===== src/rtl/uart_rx_fifo.sv =====
// Receive character FIFO: 16 x (8 data + break/parity/framing flags) with occupancy, sticky overrun and aggregate error.
// Latency: data_out valid the cycle after a push into an empty FIFO; full FIFO drops pushes (pop-in-same-cycle excepted).
module uart_rx_fifo #(
    parameter int fifo_width     = 11,
    parameter int fifo_depth     = 16,
    parameter int fifo_pointer_w = 4,
    parameter int fifo_counter_w = 5
) (
    input  logic                      clk,
    input  logic                      wb_rst_i,
    input  logic [fifo_width-1:0]     data_in,
    input  logic                      push,
    input  logic                      pop,
    input  logic                      fifo_reset,
    input  logic                      reset_status,
    output logic [fifo_width-1:0]     data_out,
    output logic [fifo_counter_w-1:0] count,
    output logic                      overrun,
    output logic                      error_bit
);

    localparam logic [fifo_counter_w-1:0] depth_c = fifo_counter_w'(fifo_depth);

    logic [fifo_width-1:0]     mem [fifo_depth];
    logic [fifo_pointer_w-1:0] top;
    logic [fifo_pointer_w-1:0] bottom;
    logic [fifo_counter_w-1:0] count_q;
    logic                      full;
    logic                      empty;
    logic                      do_push;
    logic                      do_pop;

    assign full    = (count_q == depth_c);
    assign empty   = (count_q == '0);
    assign do_pop  = pop && !empty;
    // A full FIFO still accepts a push when a pop frees the head slot in the same cycle.
    assign do_push = push && (!full || do_pop);

    always_ff @(posedge clk or negedge wb_rst_i) begin
        if (!wb_rst_i) begin
            top     <= '0;
            bottom  <= '0;
            count_q <= '0;
            for (int i = 0; i < fifo_depth; i++) begin
                mem[i] <= '0;
            end
        end else if (fifo_reset) begin
            top     <= '0;
            bottom  <= '0;
            count_q <= '0;
            for (int i = 0; i < fifo_depth; i++) begin
                mem[i][2:0] <= '0;
            end
        end else begin
            if (do_push) begin
                mem[top] <= data_in;
                top      <= top + 1'b1;
            end
            if (do_pop) begin
                bottom <= bottom + 1'b1;
                // Popped flags are cleared so error_bit forgets them, unless the slot is being refilled now.
                if (!(do_push && (top == bottom))) begin
                    mem[bottom][2:0] <= '0;
                end
            end
            case ({do_push, do_pop})
                2'b10:   count_q <= count_q + 1'b1;
                2'b01:   count_q <= count_q - 1'b1;
                default: count_q <= count_q;
            endcase
        end
    end

    // Setting on a dropped character beats a simultaneous status-read clear.
    always_ff @(posedge clk or negedge wb_rst_i) begin
        if (!wb_rst_i) begin
            overrun <= 1'b0;
        end else if (fifo_reset) begin
            overrun <= 1'b0;
        end else if (push && !pop && full) begin
            overrun <= 1'b1;
        end else if (reset_status) begin
            overrun <= 1'b0;
        end
    end

    always_comb begin
        logic [fifo_pointer_w-1:0] offset;
        error_bit = 1'b0;
        offset    = '0;
        for (int i = 0; i < fifo_depth; i++) begin
            offset = fifo_pointer_w'(i) - bottom;
            if (fifo_counter_w'(offset) < count_q) begin
                error_bit = error_bit | (|mem[i][2:0]);
            end
        end
    end

    assign data_out = mem[bottom];
    assign count    = count_q;

endmodule


===== config.mk =====
export PLATFORM = sky130hd
export DESIGN_NAME = uart_rx_fifo
export DESIGN_NICKNAME = d
export VERILOG_FILES = /design/src/rtl/uart_rx_fifo.sv
export SDC_FILE = /design/constraint.sdc
export NUM_CORES = 1
export LEC_CHECK = 0
export CAP_MARGIN = 20
export CELL_PAD_IN_SITES_DETAIL_PLACEMENT = 1
export CELL_PAD_IN_SITES_GLOBAL_PLACEMENT = 1
export CORE_ASPECT_RATIO = 0.5
export CORE_MARGIN = 4
export CORE_UTILIZATION = 35
export DETAILED_ROUTE_END_ITERATION = 7
export DONT_BUFFER_PORTS = 1
export GPL_TIMING_DRIVEN = 0
export PLACE_DENSITY = 0.67
export RECOVER_POWER = 100
export SLEW_MARGIN = 25
export SYNTH_ARGS = -nofsm -noshare
export SYNTH_HDL_FRONTEND = slang
export SYNTH_SLANG_ARGS = --single-unit

===== constraint.sdc =====
create_clock -name clk -period 2.9 [get_ports clk]
set_clock_uncertainty 0.1 [all_clocks]
set_input_delay 0 -clock clk [delete_from_list [all_inputs] [get_ports clk]]
set_output_delay 0 -clock clk [all_outputs]
set_load 0.01 [all_outputs]

---- After elaboration in Yosys (flattened, before gate mapping) ----
Cells that the tools add are included.
cells by class
  add/sub/neg operators ................... 20
  multiply operators ...................... 0
  divide/modulo/power cells ............... 0
  magnitude comparators ................... 20
  eq/ne operators ......................... 4
  shift operators ......................... 0
  mux-type cells .......................... 54
  bitwise operators ....................... 17
  reduce and logical (&&, ||, !) cells .... 32
operators by type and width
  kind                                                                   count
  176-bit 2-to-1 mux                                                     4
  176-bit bitwise mux                                                    2
  11-bit demux with 4-bit select                                         2
  4-bit by 5-bit < comparator with 1-bit output                          16
  3-bit 2-to-1 mux                                                       17
  3-bit OR reduction                                                     16
  11-bit binary-select mux with 4-bit select                             1
  11-bit 2-to-1 mux                                                      3
  4-bit subtractor (first input constant)                                8
  1-bit 2-to-1 mux                                                       19
  4-bit 2-to-1 mux                                                       4
  3-bit by 4-bit subtractor with 4-bit output (first input constant)     4
  1-bit bitwise OR                                                       15
  5-bit greater-or-equal comparator (second input constant)              2
  5-bit by 1-bit < comparator with 1-bit output (second input constant)  2
  4-bit NOT with 5-bit output                                            2
  5-bit one-hot mux with 2 select lines                                  1
  4-bit by 1-bit adder with 4-bit output (second input constant)         2
  1-bit by 4-bit subtractor with 4-bit output (first input constant)     2
  2-bit by 4-bit subtractor with 4-bit output (first input constant)     2
  1-bit logical AND                                                      7
  3-bit nonzero test                                                     2
  5-bit by 1-bit adder with 5-bit output (second input constant)         1
  5-bit == test (second input constant)                                  1
  other kinds (9)                                                        12
word-level totals
  register bits ........................... 190
  bits in latches ......................... 0
  RAM bits ................................ 0
  bits in read-only memories .............. 0
  input bits .............................. 17
  output and inout bits ................... 18
  word-level logic and storage cells ...... 183
  memories kept ........................... 0

---- Depth between registers and ports, before layout ----
Gate-level depths: netlist (run 1).
  depth after elaboration ................. 33
  gate-level depth with buffers ........... 14
  mapped depth without buffers ............ 12

---- Worst setup path before layout (run 1) ----
Ideal clock, no wire load.
  path type ............................... register -> output
  start point ............................. register bottom[1]
  end point ............................... output error_bit
  data arrival time ....................... 3.079 ns
  required time ........................... 2.800 ns
  path slack .............................. -0.279 ns
  stages on the path, launching flop included .. 13
  path buffers ............................ 2
  path through ............................ dfrtp_1 clkbuf_1 buf_1 inv_1 ha_1 a21oi_1 xnor2_1 inv_1 ha_1 nor3_1 nor4_1 o2111ai_1 or4_1
between the ends
  word-level cells in the longest chain between the ends .. 33
  elaborated cells on any way between the ends .. 63
  those cells by class .................... add/sub (16); order compare (16); mux (16); bitwise (15)
RTL lines
  item                                           line  source
  start, declared                                26    logic [fifo_pointer_w-1:0] bottom;
  start signal, assigned                         60    bottom <= bottom + 1'b1;
  1-bit by 4-bit subtractor with 4-bit output    92    offset = fifo_pointer_w'(i) - bottom;
  4-bit by 5-bit < comparator with 1-bit output  93    if (fifo_counter_w'(offset) < count_q) begin
  1-bit 2-to-1 mux                               93
  1-bit bitwise OR                               94    error_bit = error_bit | (|mem[i][2:0]);
  1-bit 2-to-1 mux                               93
  1-bit bitwise OR                               94
  1-bit 2-to-1 mux                               93
  1-bit bitwise OR                               94
  (+17 left out)                                 --
  1-bit bitwise OR                               94
  1-bit 2-to-1 mux                               93
  1-bit bitwise OR                               94
  1-bit 2-to-1 mux                               93
  1-bit bitwise OR                               94
  1-bit 2-to-1 mux                               93
  1-bit bitwise OR                               94
  1-bit 2-to-1 mux (*)                           93
  end, declared                                  19    output logic error_bit
Mark *: on every way between the ends. The rest lies on a longest branch, timed or not.

---- Worst setup path in the final report (run 1) ----
  start point ............................. register bottom[0]
  end point ............................... output error_bit
Same word-level chain as after synthesis.

==> impl_metrics.toml, run 1 <==
[run_status]
outcome = "complete, but fails checks"
failed_checks = "negative hold slack, negative setup slack"

[placement]
dp.cells = 1254
gp_congestion = 0.815
port_buffers = 0
post-dp-hpwl_um = 21300
place_area_um2 = 11300
dp_slack_ns = -0.972

[global_routing]
met3_usage_pct = 3.80
antenna_found_initial = 0
grt_pass1_wl_um = 48500
grt_pass1_vias = 8002
busiest_layer = "met2"
grt_util_met2_pct = 32.2
track_usage_pct = 18.5
overflow = 0
grt_max_degree = 191
grt_use_met1_pct = 23.8

[timing]
finalHoldViolCount = 191
slew_violations = 0
tightest_slew_ns = 0.950
maxSlewHeadroom_pct = 36.3
rsz0062_at_grt = "yes"
min_period_ns = 3.23
max_freq_ghz = 0.310
holdWs_ns = -0.855
setup_viol = 14
setup_slack_ns = -0.329
finalCritPeriodShare_pct = 111

[job]
maxCapViolations = 0

[drt]
wire_per_inst_um = 23.4
routed_wl_um = 30800
drtAntennaViolNets = 0
first_pass_iters = 5
route.detailed.drc = 0
drt_iter0_drc = 445
vias_per_cell = 5.53
vias = 7280

[yosys]
synth_largest_area_cell = "dfrtp_1"
synth_area_um2 = 10800
synth.avg_cell_area_um2 = 12.6
synth_top_cell_area_share_pct = 44.0
netlist_instances = 855
yosys_warnings = 0
syn-num-nets = 921
synthArstFlopShare_pct = 100
synth-seq-cells = 190
ys_seq_area_share_pct = 44.0
synth-edff-count = 0
synth-main-ff-cell = "dfrtp_1"
synth_area_leaders = "dfrtp_1 (44%), mux4_2 (11%), mux2_2 (8.4%)"
synth_cell_types = 60

[floorplan]
die_y_um = 132
initial_core_util_pct = 35.6
io_pins = 35
die_area_um2 = 33900
die-width_um = 256
core_area_um2 = 30300
fp-row-count = 45

[power_and_ir_drop]
p_clk_share_pct = 28.3
pwr-share-comb_pct = 36.0
power_leakage_nw = 5.35
peakVddDrop_mv = 0.276
power_switching_w = 0.00302
netSwitchingFraction_pct = 34.6
power.density_nw_per_um2 = 711
p_int_w = 0.00570
power_frac_seq_pct = 35.8

[cells_and_area]
syn_to_final_growth_pct = 13.5
layout_common_cells = "dfrtp_1 (186), mux2_2 (81), a21oi_1 (64), nand2_1 (62), mux4_2 (55)"
final_cell_area_um2 = 12300
stdcell_count = 1316
n_antenna_cell = 0
drive_gt1_share_pct = 33.6
final_common_cell = "dfrtp_1"
layout.nets = 970
fin_util_pct = 40.4

[worst_setup_path]
cp_slowest_cell = "or4_4"
path_buf_inv = 5
arrival_ns = 3.13
cpPeakStageDelay_ns = 0.48
cp-start-kind = "flip-flop"
cp_max_fo = 6
cp-end-kind = "primary output"
worst-path-stages = 12
r2r.worst_path.cells = 10
crit_top_cell = "buf_12"
crit_family = "simple AND/OR/NAND/NOR gates"
required_ns = 2.80
path_cells = "clkbuf_8 > buf_12 > buf_12 > clkinvlp_4 > nand2_2 > xnor2_2 > inv_1 > ha_2 > o22ai_2 > nor4_2 > o2111ai_1 > or4_4"
critPathKind = "flip-flop to primary output"

[clocking]
worstSkewPairLatency_ns = 0.45
cts_hold_buffers = 15
cts_root_buf = "clkbuf_16"
cts.sinks = 190
htree_levels = 4
numCtsBuffers = 17
clkTransAtPathRegs_ns = 0.08
tritoncts = "built"
cts_buffer_depth = 2

[min_path]
hold_path.class = "primary input to asynchronous set/reset pin"
[Yosys cell counts (all sizes together) (2+ instances only)]
library cell and instances:
mux4 55, a21oi 65, mux2 129, nand3 5
or3 3, xnor2 11, ha 48, nand2 63
or4 2, dfrtp 190, xor2 11, clkbuf 26
o22ai 5, a21o 10, nor2b 7, nor3 32
o31ai 2, a31o 16, o21ai 58, nand3b 3
nor4 2, inv 27, buf 30, nor2 36
[timing repair]
item | in CTS | in global routing
setup endpoints to repair | 14 | 10
setup buffers | 14 | 3
hold endpoints to repair | 278 | 190
gates resized for setup | 67 | 7
pin swaps | 10 | 4
[routing by layer]
layer  vias to the layer above  routed length (µm)
met5                         -                   0
met3                        32                1190
met2                       120               15400
li1                       3217                   -
met1                      3911               13500
met4                         0                 588
[final cells by class]
cell class	instances	area [µm²]
plain buffers	54	397
clock buffers	20	457
clock inverters	12	150
fillers	3154	18100
inverters	28	128
multi-input cells	581	5600
flip-flops and latches	190	4760
well taps	399	499
repair buffers	32	274
[final timing paths]
check,slack (ns),from,endpoint
worst max-delay path,-0.33,bottom[0]$_DFFE_PN0P_,error_bit
max in group asynchronous,3.29,wb_rst_i,mem[99]$_DFF_PN0_
worst min register to register,0.38,flip-flop,flip-flop
worst max register to register,-0.19,count[0]$_DFFE_PN0P_,count[4]$_DFFE_PN0P_
min in group clk,-0.01,pop,overrun$_DFFE_PN0P_
worst min-delay path,-0.85,wb_rst_i,asynchronous set/reset pin
[power groups by stage]
stage / registers (W) / logic [W] / clock network, W
after detailed placement: 0.00318 / 0.00278 / 0
after global placement: 0.00316 / 0.00268 / 0
after global routing: 0.00316 / 0.00342 / 0.00262
final: 0.00312 / 0.00314 / 0.00247
after floorplan: 0.00310 / 0.00204 / 0
after CTS: 0.00312 / 0.00316 / 0.00250
[cell families (layout without fill, tap and decap cells)]
logic type	count (synthesis)	in the layout	synth area share, %
fa+ha+maj	49	49	5.74
xor+xnor	22	22	1.78
buf+inv	84	146	4.06
simple gates	156	156	8.37
flops	190	190	44.0
mux	185	185	26.6
compound gates	169	169	9.40
[metrics by stage]
stage / setup TNS [ns] / total power, W
6_report: -0.799 / 0.00873
2_1_floorplan: -0.00496 / 0.00514
4_1_cts: -0.336 / 0.00878
5_1_grt: -8.02 / 0.00919
3_5_place_dp: -1.43 / 0.00595
3_3_place_gp: -1.41 / 0.00583
No activity file was read; power rests on OpenSTA's default activity.
==> inputs of run 2 (changes only) <==
==> constraint.sdc (replaced) <==
create_clock -name clk -period 2.9 [get_ports clk]
set_clock_uncertainty 0.1 [all_clocks]
set_input_delay 0.29 -clock clk [delete_from_list [all_inputs] [get_ports clk]]
set_output_delay 0.29 -clock clk [all_outputs]
set_load 0.01 [all_outputs]
==> impl_metrics.toml, run 2 (synthesized netlist as in run 1, its figures left out) <==
[power_and_ir_drop]
power.density_nw_per_um2 = 708
power_switching_w = 0.00317
power_frac_seq_pct = 35.5
netSwitchingFraction_pct = 36.0
p_clk_share_pct = 26.1
power.total_w = 0.00881
peakVddDrop_mv = 0.495
pwr-share-comb_pct = 38.4
power_leakage_nw = 5.39
p_int_w = 0.00564

[timing]
finalHoldViolCount = 190
max_freq_ghz = 0.277
setup_slack_ns = -0.705
tightest_slew_ns = 0.862
slew_violations = 0
setup_viol = 12
holdWs_ns = -0.567
min_period_ns = 3.60
fin_tns_setup_ns = -2.38
finalCritPeriodShare_pct = 124
maxSlewHeadroom_pct = 42.2
rsz0062_at_grt = "yes"

[floorplan]
die_y_um = 132
die_area_um2 = 33900
core_area_um2 = 30300
initial_core_util_pct = 35.6
die-width_um = 256
io_pins = 35
fp-row-count = 45

[worst_setup_path]
critPathKind = "flip-flop to primary output"
cp-end-kind = "primary output"
cpPeakStageDelay_ns = 0.54
cp-start-kind = "flip-flop"
rr_endpoint = "count[4]$_DFFE_PN0P_"
ff2ff_setup_slack_ns = 0.11
crit_family = "simple AND/OR/NAND/NOR gates"
cp_max_fo = 4
path_buf_inv = 6
r2r.worst_path.cells = 10
required_ns = 2.51
worstReg2RegStart = "count[3]$_DFFE_PN0P_"
arrival_ns = 3.21
path_cells = "clkbuf_8 > buf_12 > buf_12 > clkinvlp_4 > buf_6 > nand2_4 > xnor2_4 > buf_4 > ha_1 > a211o_1 > o31ai_1 > nor4_2 > o2111ai_1 > or4_4"
crit_top_cell = "buf_12"
cp_slowest_cell = "or4_4"

[cells_and_area]
syn_to_final_growth_pct = 15.3
stdcell_count = 1318
fin_util_pct = 41.0
multi_input_area_um2 = 5770
drive_gt1_share_pct = 37.8
fill_cells = 3123
layout_common_cells = "dfrtp_1 (184), mux2_2 (81), a21oi_1 (64), nand2_1 (61), mux4_2 (55)"
layout.nets = 972
final_common_cell = "dfrtp_1"
seq_area_um2 = 4760
n_antenna_cell = 0

[clocking]
clkTransAtPathRegs_ns = 0.07
htree_levels = 4
numCtsBuffers = 17
cts_hold_buffers = 9
cts_root_buf = "clkbuf_16"
tritoncts = "built"
cts_buffer_depth = 2
worstSkewPairLatency_ns = 0.45
cts.sinks = 190

[placement]
port_buffers = 0
post-dp-hpwl_um = 21400
dp.cells = 1254
gp_congestion = 0.876

[drt]
routed_wl_um = 31600
first_pass_iters = 5
drt_iter0_drc = 429
drtAntennaViolNets = 0
wire_per_inst_um = 24.0
vias_per_cell = 5.57
route.detailed.drc = 0
vias = 7345

[global_routing]
overflow = 0
grt_pass1_wl_um = 48800
grt_max_degree = 191
grt_pass1_vias = 7996
antenna_found_initial = 2
track_usage_pct = 18.8

[job]
maxCapViolations = 0

[min_path]
hold_path.class = "primary input to asynchronous set/reset pin"

[run_status]
outcome = "complete, but fails checks"
failed_checks = "negative hold slack, negative setup slack"
run 2: cell types whose count changed in the layout (fill, tap and decap cells not counted), sizes merged:
cell,change
dlygate4sd3,-6
clkbuf,-7
bufinv,-2
buf,+12
clkinvlp,-2
clkinv,+4
inv,+3
run 2: layout make-up:
| class | instances | area share [%] |
|---|---|---|
| well taps | 399 | 4.01 |
| clock inverters | 15 | 1.06 |
| repair buffers | 32 | 2.14 |
| flip-flops and latches | 190 | 38.2 |
| clock buffers | 17 | 3.42 |
| multi-input cells | 581 | 46.4 |
| inverters | 28 | 0.995 |
| plain buffers | 56 | 3.78 |
run 2: metrics by stage:
stage                     setup slack (ns)  instance area [µm²]
after floorplan                    0.00996                10900
after global placement              -0.622                11400
after detailed placement            -0.681                11400
after CTS                           -0.709                12300
after global routing                -0.829                12500
final                               -0.705                12500
run 2: worst max-delay path by stage:
stage,from,end,depth (start not counted)
floorplan,bottom[0]$_DFFE_PN0P_,error_bit,14
global placement,bottom[2]$_DFFE_PN0P_,error_bit,11
detailed placement,bottom[2]$_DFFE_PN0P_,error_bit,11
CTS,bottom[0]$_DFFE_PN0P_,error_bit,13
global route,bottom[0]$_DFFE_PN0P_,error_bit,14
finish,bottom[0]$_DFFE_PN0P_,error_bit,14
run 2: power groups by stage:
stage | Sequential (W) | Combinational (W) | Clock, W
floorplan | 0.00310 | 0.00209 | 0
global placement | 0.00315 | 0.00273 | 0
detailed placement | 0.00318 | 0.00283 | 0
CTS | 0.00313 | 0.00317 | 0.00233
global route | 0.00316 | 0.00364 | 0.00246
finish | 0.00313 | 0.00338 | 0.00230
run 2: repair_timing:
| action | 4_1_cts | 5_1_grt |
|---|---|---|
| setup endpoints to repair | 14 | 14 |
| endpoints found under the hold margin | 239 | 190 |
| cloned | 0 | 0 |
| resized for setup | 55 | 24 |
| pin swaps | 7 | 15 |
| setup buffers | 13 | 10 |
run 2: routing by layer:
| metal | vias to the layer above | routed length, µm | GRT usage [%] |
|---|---|---|---|
| met2 | 143 | 15900 | 32.3 |
| met5 | - | 25 | 0 |
| li1 | 3232 | - | - |
| met3 | 50 | 1160 | 3.80 |
| met1 | 3916 | 13800 | 24.2 |
| met4 | 4 | 697 | 5.39 |
